`config.mk`:
```
export PLATFORM = sky130hd
export DESIGN_NAME = ifu_axil_fetch
export DESIGN_NICKNAME = d
export VERILOG_FILES = /design/src/rtl/ifu_pkg.sv /design/src/rtl/ifu_perf_cnt.sv /design/src/rtl/ifu_axil_fetch.sv
export SDC_FILE = /design/constraint.sdc
export NUM_CORES = 1
export LEC_CHECK = 0
export ABC_CLOCK_PERIOD_IN_PS = 1470
export BUFFER_PORTS_ARGS = -buffer_cell sky130_fd_sc_hd__buf_2
export CORE_MARGIN = 2
export CORE_UTILIZATION = 46
export CTS_BUF_LIST = sky130_fd_sc_hd__clkbuf_2 sky130_fd_sc_hd__clkbuf_4 sky130_fd_sc_hd__clkbuf_8
export DETAILED_ROUTE_END_ITERATION = 8
export HOLD_SLACK_MARGIN = 0.12
export PLACE_DENSITY = 0.89
export SYNTH_ARGS = -nofsm -noshare
export SYNTH_HDL_FRONTEND = slang
export SYNTH_SLANG_ARGS = --single-unit
```
`constraint.sdc`:
```
create_clock -name clk -period 1.47 [get_ports clk]
set_input_delay 0.147 -clock clk [delete_from_list [all_inputs] [get_ports clk]]
set_output_delay 0.147 -clock clk [all_outputs]
set_load 0.01 [all_outputs]
```
`src/rtl/ifu_pkg.sv`:
```
// ifu_pkg: shared FSM state encoding and AXI/fetch constants for the fetch unit
package ifu_pkg;
  typedef enum logic [1:0] {IDLE, ADDR, DATA, HOLD} state_t;
  localparam logic [1:0] AXI_RESP_OKAY = 2'b00;
  localparam logic [31:0] INST_FAULT_VAL = 32'h0;
endpackage

```
`src/rtl/ifu_perf_cnt.sv`:
```
// ifu_perf_cnt: wrapping 64-bit counters of delivered fetches and bus-wait cycles
module ifu_perf_cnt (
  input  logic        clk,
  input  logic        rst,
  input  logic        fetch_inc,
  input  logic        wait_inc,
  output logic [63:0] perf_fetch_cnt,
  output logic [63:0] perf_wait_cnt
);
  always_ff @(posedge clk) begin
    perf_fetch_cnt <= rst ? 64'd0 : perf_fetch_cnt + {63'd0, fetch_inc};
    perf_wait_cnt <= rst ? 64'd0 : perf_wait_cnt + {63'd0, wait_inc};
  end
endmodule

```
`src/rtl/ifu_axil_fetch.sv`:
```
// ifu_axil_fetch: one-outstanding AXI4-Lite instruction fetch to decode; IFU_PERF_CNT_EN adds perf counters
module ifu_axil_fetch
  import ifu_pkg::*;
#(
  parameter int ADDR_W = 32,
  parameter int DATA_W = 32
) (
  input  logic              clk,
  input  logic              rst,
  input  logic              req_valid,
  output logic              req_ready,
  input  logic [ADDR_W-1:0] pc,
  output logic              inst_valid,
  input  logic              inst_ready,
  output logic [31:0]       inst,
  output logic [ADDR_W-1:0] inst_pc,
  output logic              fault,
  output logic [ADDR_W-1:0] araddr,
  output logic              arvalid,
  input  logic              arready,
  input  logic [DATA_W-1:0] rdata,
  input  logic [1:0]        rresp,
  input  logic              rvalid,
  output logic              rready
`ifdef IFU_PERF_CNT_EN
  ,
  output logic [63:0]       perf_fetch_cnt,
  output logic [63:0]       perf_wait_cnt
`endif
);
  state_t state, state_nxt;
  logic take;
  always_comb begin
    req_ready = state == IDLE || (state == HOLD && inst_ready);
    take = req_valid && req_ready;
    arvalid = state == ADDR;
    rready = state == DATA;
    inst_valid = state == HOLD;
    state_nxt = take ? (pc[1:0] == 2'b00 ? ADDR : HOLD) :
                (state == ADDR && arready) ? DATA :
                (state == DATA && rvalid) ? HOLD :
                (state == HOLD && inst_ready) ? IDLE : state;
  end
  always_ff @(posedge clk) state <= rst ? IDLE : state_nxt;
  always_ff @(posedge clk) begin
    if (rst) begin
      araddr <= '0;
      inst_pc <= '0;
      inst <= '0;
      fault <= 1'b0;
    end else if (take) begin
      araddr <= pc;
      inst_pc <= pc;
      inst <= INST_FAULT_VAL;
      fault <= pc[1:0] != 2'b00;
    end else if (state == DATA && rvalid) begin
      inst <= rresp == AXI_RESP_OKAY ? rdata[31:0] : INST_FAULT_VAL;
      fault <= rresp != AXI_RESP_OKAY;
    end
  end
`ifdef IFU_PERF_CNT_EN
  ifu_perf_cnt u_perf (
    .clk(clk),
    .rst(rst),
    .fetch_inc(inst_valid && inst_ready),
    .wait_inc(state == ADDR || state == DATA),
    .perf_fetch_cnt(perf_fetch_cnt),
    .perf_wait_cnt(perf_wait_cnt)
  );
`endif
endmodule

```
==> impl_results.md <==
* First-pass GRT wire length at 17100 um
* Final Max Slew Viols at 0
* Post-synthesis register bit count at 67
* Post-Synth XOR/XNOR Area at 0%
* Largest area contributor in the synthesized netlist: dfxtp_1
* Final wirelength at 11400 um
* Sw Pwr at 1.54 mW
* Post-DP HPWL at 6050 um
* Total GRT Usage at 29.0%
* Initial drt markers at 202
* Largest family of logic cells by synthesized area: compound AO/OA/AOI/OAI gates
* Vias in the first global route at 3570
* Clock latency on the worst-skew pair at 0.34 ns
* Initial Utilization at 46.8%
* Die W at 86.5 um
* CTS tree: done
* Die ar. at 7480 sq um
* Reg2reg start: state[1]
* Largest net degree at the start of global routing at 36
* CTS sink count at 67
* Power per cell area at 1080 nW/um^2
* Hold Path Cell Cnt at 3
* Post-layout minimum cycle time at 1.52 ns
* Critical Path Fanout Max at 12
* Pre-antenna DRT Iters at 5
* CP Cell Sequence: nand2b_4 > inv_2 > buf_4 > bufbuf_16 > o31ai_1 > a21oi_1
* Unique masters post-synth at 30
* Switching Share at 29.0%
* Yosys warns at 0
* Synth top area cells: dfxtp_1, buf_4, a21oi_2
* Async set or reset register ratio after synthesis at 0%
* CTS clk-pin slew, worst paths at 0.08 ns
* Failing checks: setup timing
* Clock power frac at 37.0%
* Syn_area_per_cell at 8.79 sq um
* Final core occ at 73.9%
* Synth Net Count at 428
* Worst-Margin Slew at 0.406 ns
* Clock root buffer master: clkbuf_8
* Hold_sp: rst
* CP Launch Point: state[1]
* Worst r2r dst: inst_pc[15]
* Post-synthesis cell area at 3130 sq um
* Number of nets in the layout at 630
* Slack of the worst reg-to-reg path at -0.05 ns
* Hold Path Class: primary input to register
* WP data required at 1.69 ns
* Fmax at 658 MHz
* ANT nets after route at 0
* CTS max path bufs at 2
* Worst path arrival time at 1.74 ns
* Compound-gate portion of the synthesized area at 24.7%
* Mux contribution to synthesized area at 0%
* Crit path max-delay family: buffers and inverters
* Row count at 30
* Simple-Gate Fraction of Synth Area at 17.6%
* Comb pwr share at 25.4%
* Die H at 86.5 um
* Antenna cells at 0
* Element type at the critical path end: register
* Post-synthesis sequential area ratio at 42.9%
* Unrepaired setup endpoints after global routing: yes
* Most frequent cell after synthesis: dfxtp_1
* Vias at 3666
* Synthesized instance count at 356
* EDFF count, synth at 0
* GPL Wtd Cong at 0.806
* WP buf/inv at 3
* Layout cell share with drive strength beyond 1 at 46.2%
* GRT Residual Overflow at 0
* Slowest CP cell: dfxtp_2
* Total CTS buffers at 9
* Lkg Pwr at 2.22 nW
* Synth-to-Final Area Change at 57.9%
* Status: complete, but fails checks
* Final worst setup slack at -0.0504 ns
* Critical path's largest stage delay at 0.36 ns
* Skew final at 0.0148 ns
* Avg WL per Cell at 17.7 um
* Initial antenna violation count at 0
* Port buffer count at 172
* Area share of fa/ha/maj cells after synthesis at 0%
* H-tree Lvls at 3
* Critical path class: register to register
* Ports at 173
* Top FF cell, synth: dfxtp_1
* Power Internal at 3.78 mW
* R2R depth at 6
* Final setup violating endpoints at 2
* Drc violations at 0
* Peak supply drop at 0.000668 V
* Post-synth top cells: dfxtp_1, buf_4, a21oi_1
* Core box area at 6680 sq um
* Max_cap viols at 0
* CP Launch Type: register
* Final hold violation count at 0
* Top-area cell type share of the netlist area at 42.9%
* Slew headroom at 72.9%
* Sequential power share at 37.6%
* Vias/cell at 5.70
* Crit share post-route at 103%
* Hold path endpoint: inst[11]
* Pre-CTS setup slack at 0.0590 ns
-- worst max path at each step --
stage | slack [ns] | end | cells after the start
6_report | -0.05 | inst_pc[15] | 6
5_1_grt | -0.12 | inst_pc[15] | 6
4_1_cts | 0.003 | req_ready | 5
3_5_place_dp | 0.06 | inst[13] | 4
3_3_place_gp | 0.15 | inst[3] | 4
2_1_floorplan | 0.16 | fault | 5
-- sequential cells by signal (all words and copies together), names as in the netlist --
register / flops
inst: 32
state: 2
inst_pc: 32
fault: 1
-- repair_timing --
action	in CTS	in global routing
cloned	2	0
resized for setup	6	12
setup buffers	4	2
hold buffers	65	0
endpoints found under the setup margin	2	35
endpoints found under the hold margin	66	0
pin swaps	1	1
-- stage by stage --
step / power, mW / instance area, sq um / setup TNS (ns) / instances / hold slack, ns
4_1_cts: 5.23 / 4860 / 0 / 641 / 0.173
6_report: 5.32 / 4940 / -0.0562 / 643 / 0.180
2_1_floorplan: 2.72 / 3130 / 0 / 356 / 0.297
5_1_grt: 5.52 / 4940 / -0.281 / 643 / 0.188
3_5_place_dp: 3.05 / 3830 / 0 / 554 / 0.409
3_3_place_gp: 3.02 / 3830 / 0 / 554 / 0.402
-- power by group through the flow --
stage	combinational, mW	clock [mW]	sequential [mW]
floorplan	0.669	0	2.06
global placement	1.00	0	2.02
detailed placement	1.02	0	2.03
CTS	1.26	1.98	1.98
global route	1.44	2.07	2.01
finish	1.35	1.97	2.00
-- cells by family (layout without fill, tap and decap cells) --
family,count (synthesis),count (layout)
DFF,67,67
buffers and inverters,74,281
AOI/OAI and AO/OA,106,106
and+or+nand+nor,109,109
-- routing by layer --
metal | vias up | track usage (%) | part of all wire (%) | wire (um)
met1 | 1701 | 33.0 | 38 | 4320
met3 | 46 | 6.67 | 9.4 | 1070
met5 | - | 0 | 0 | 0
met4 | 0 | 16.5 | 3.9 | 447
met2 | 262 | 49.9 | 49 | 5520
li1 | 1657 | - | - | -
-- tightest hold or removal path: cells and delay by family --
kind,cells,cell delay [ns]
AO/OA/AOI/OAI,2,0.19
buffers and inverters,1,0.13
-- area by class of cell --
cell class	instances	area, sq um
multi-input combinational	215	1400
timing repair buffer	263	1830
inverter	2	7.51
clock inverter	5	108
tap	80	100
fill	450	1740
sequential	67	1350
clock buffer	11	151
-- placed cells by master, fill, tap and decap left out, types with 2 or more instances in the layout --
cell type and count:
dlygate4sd3_1 65, nand4_1 32, o31ai_1 24, clkbuf_8 11, o31ai_2 6, nand2_1 33, nor2_1 3, bufbuf_16 2
nand3_1 33, bufinv_16 3, buf_4 17, o31ai_4 2, nand3b_1 2, a21oi_1 35, dfxtp_1 65, buf_12 5
buf_6 2, a21oi_2 30, buf_2 172
(Power assumes the default switching activity.)
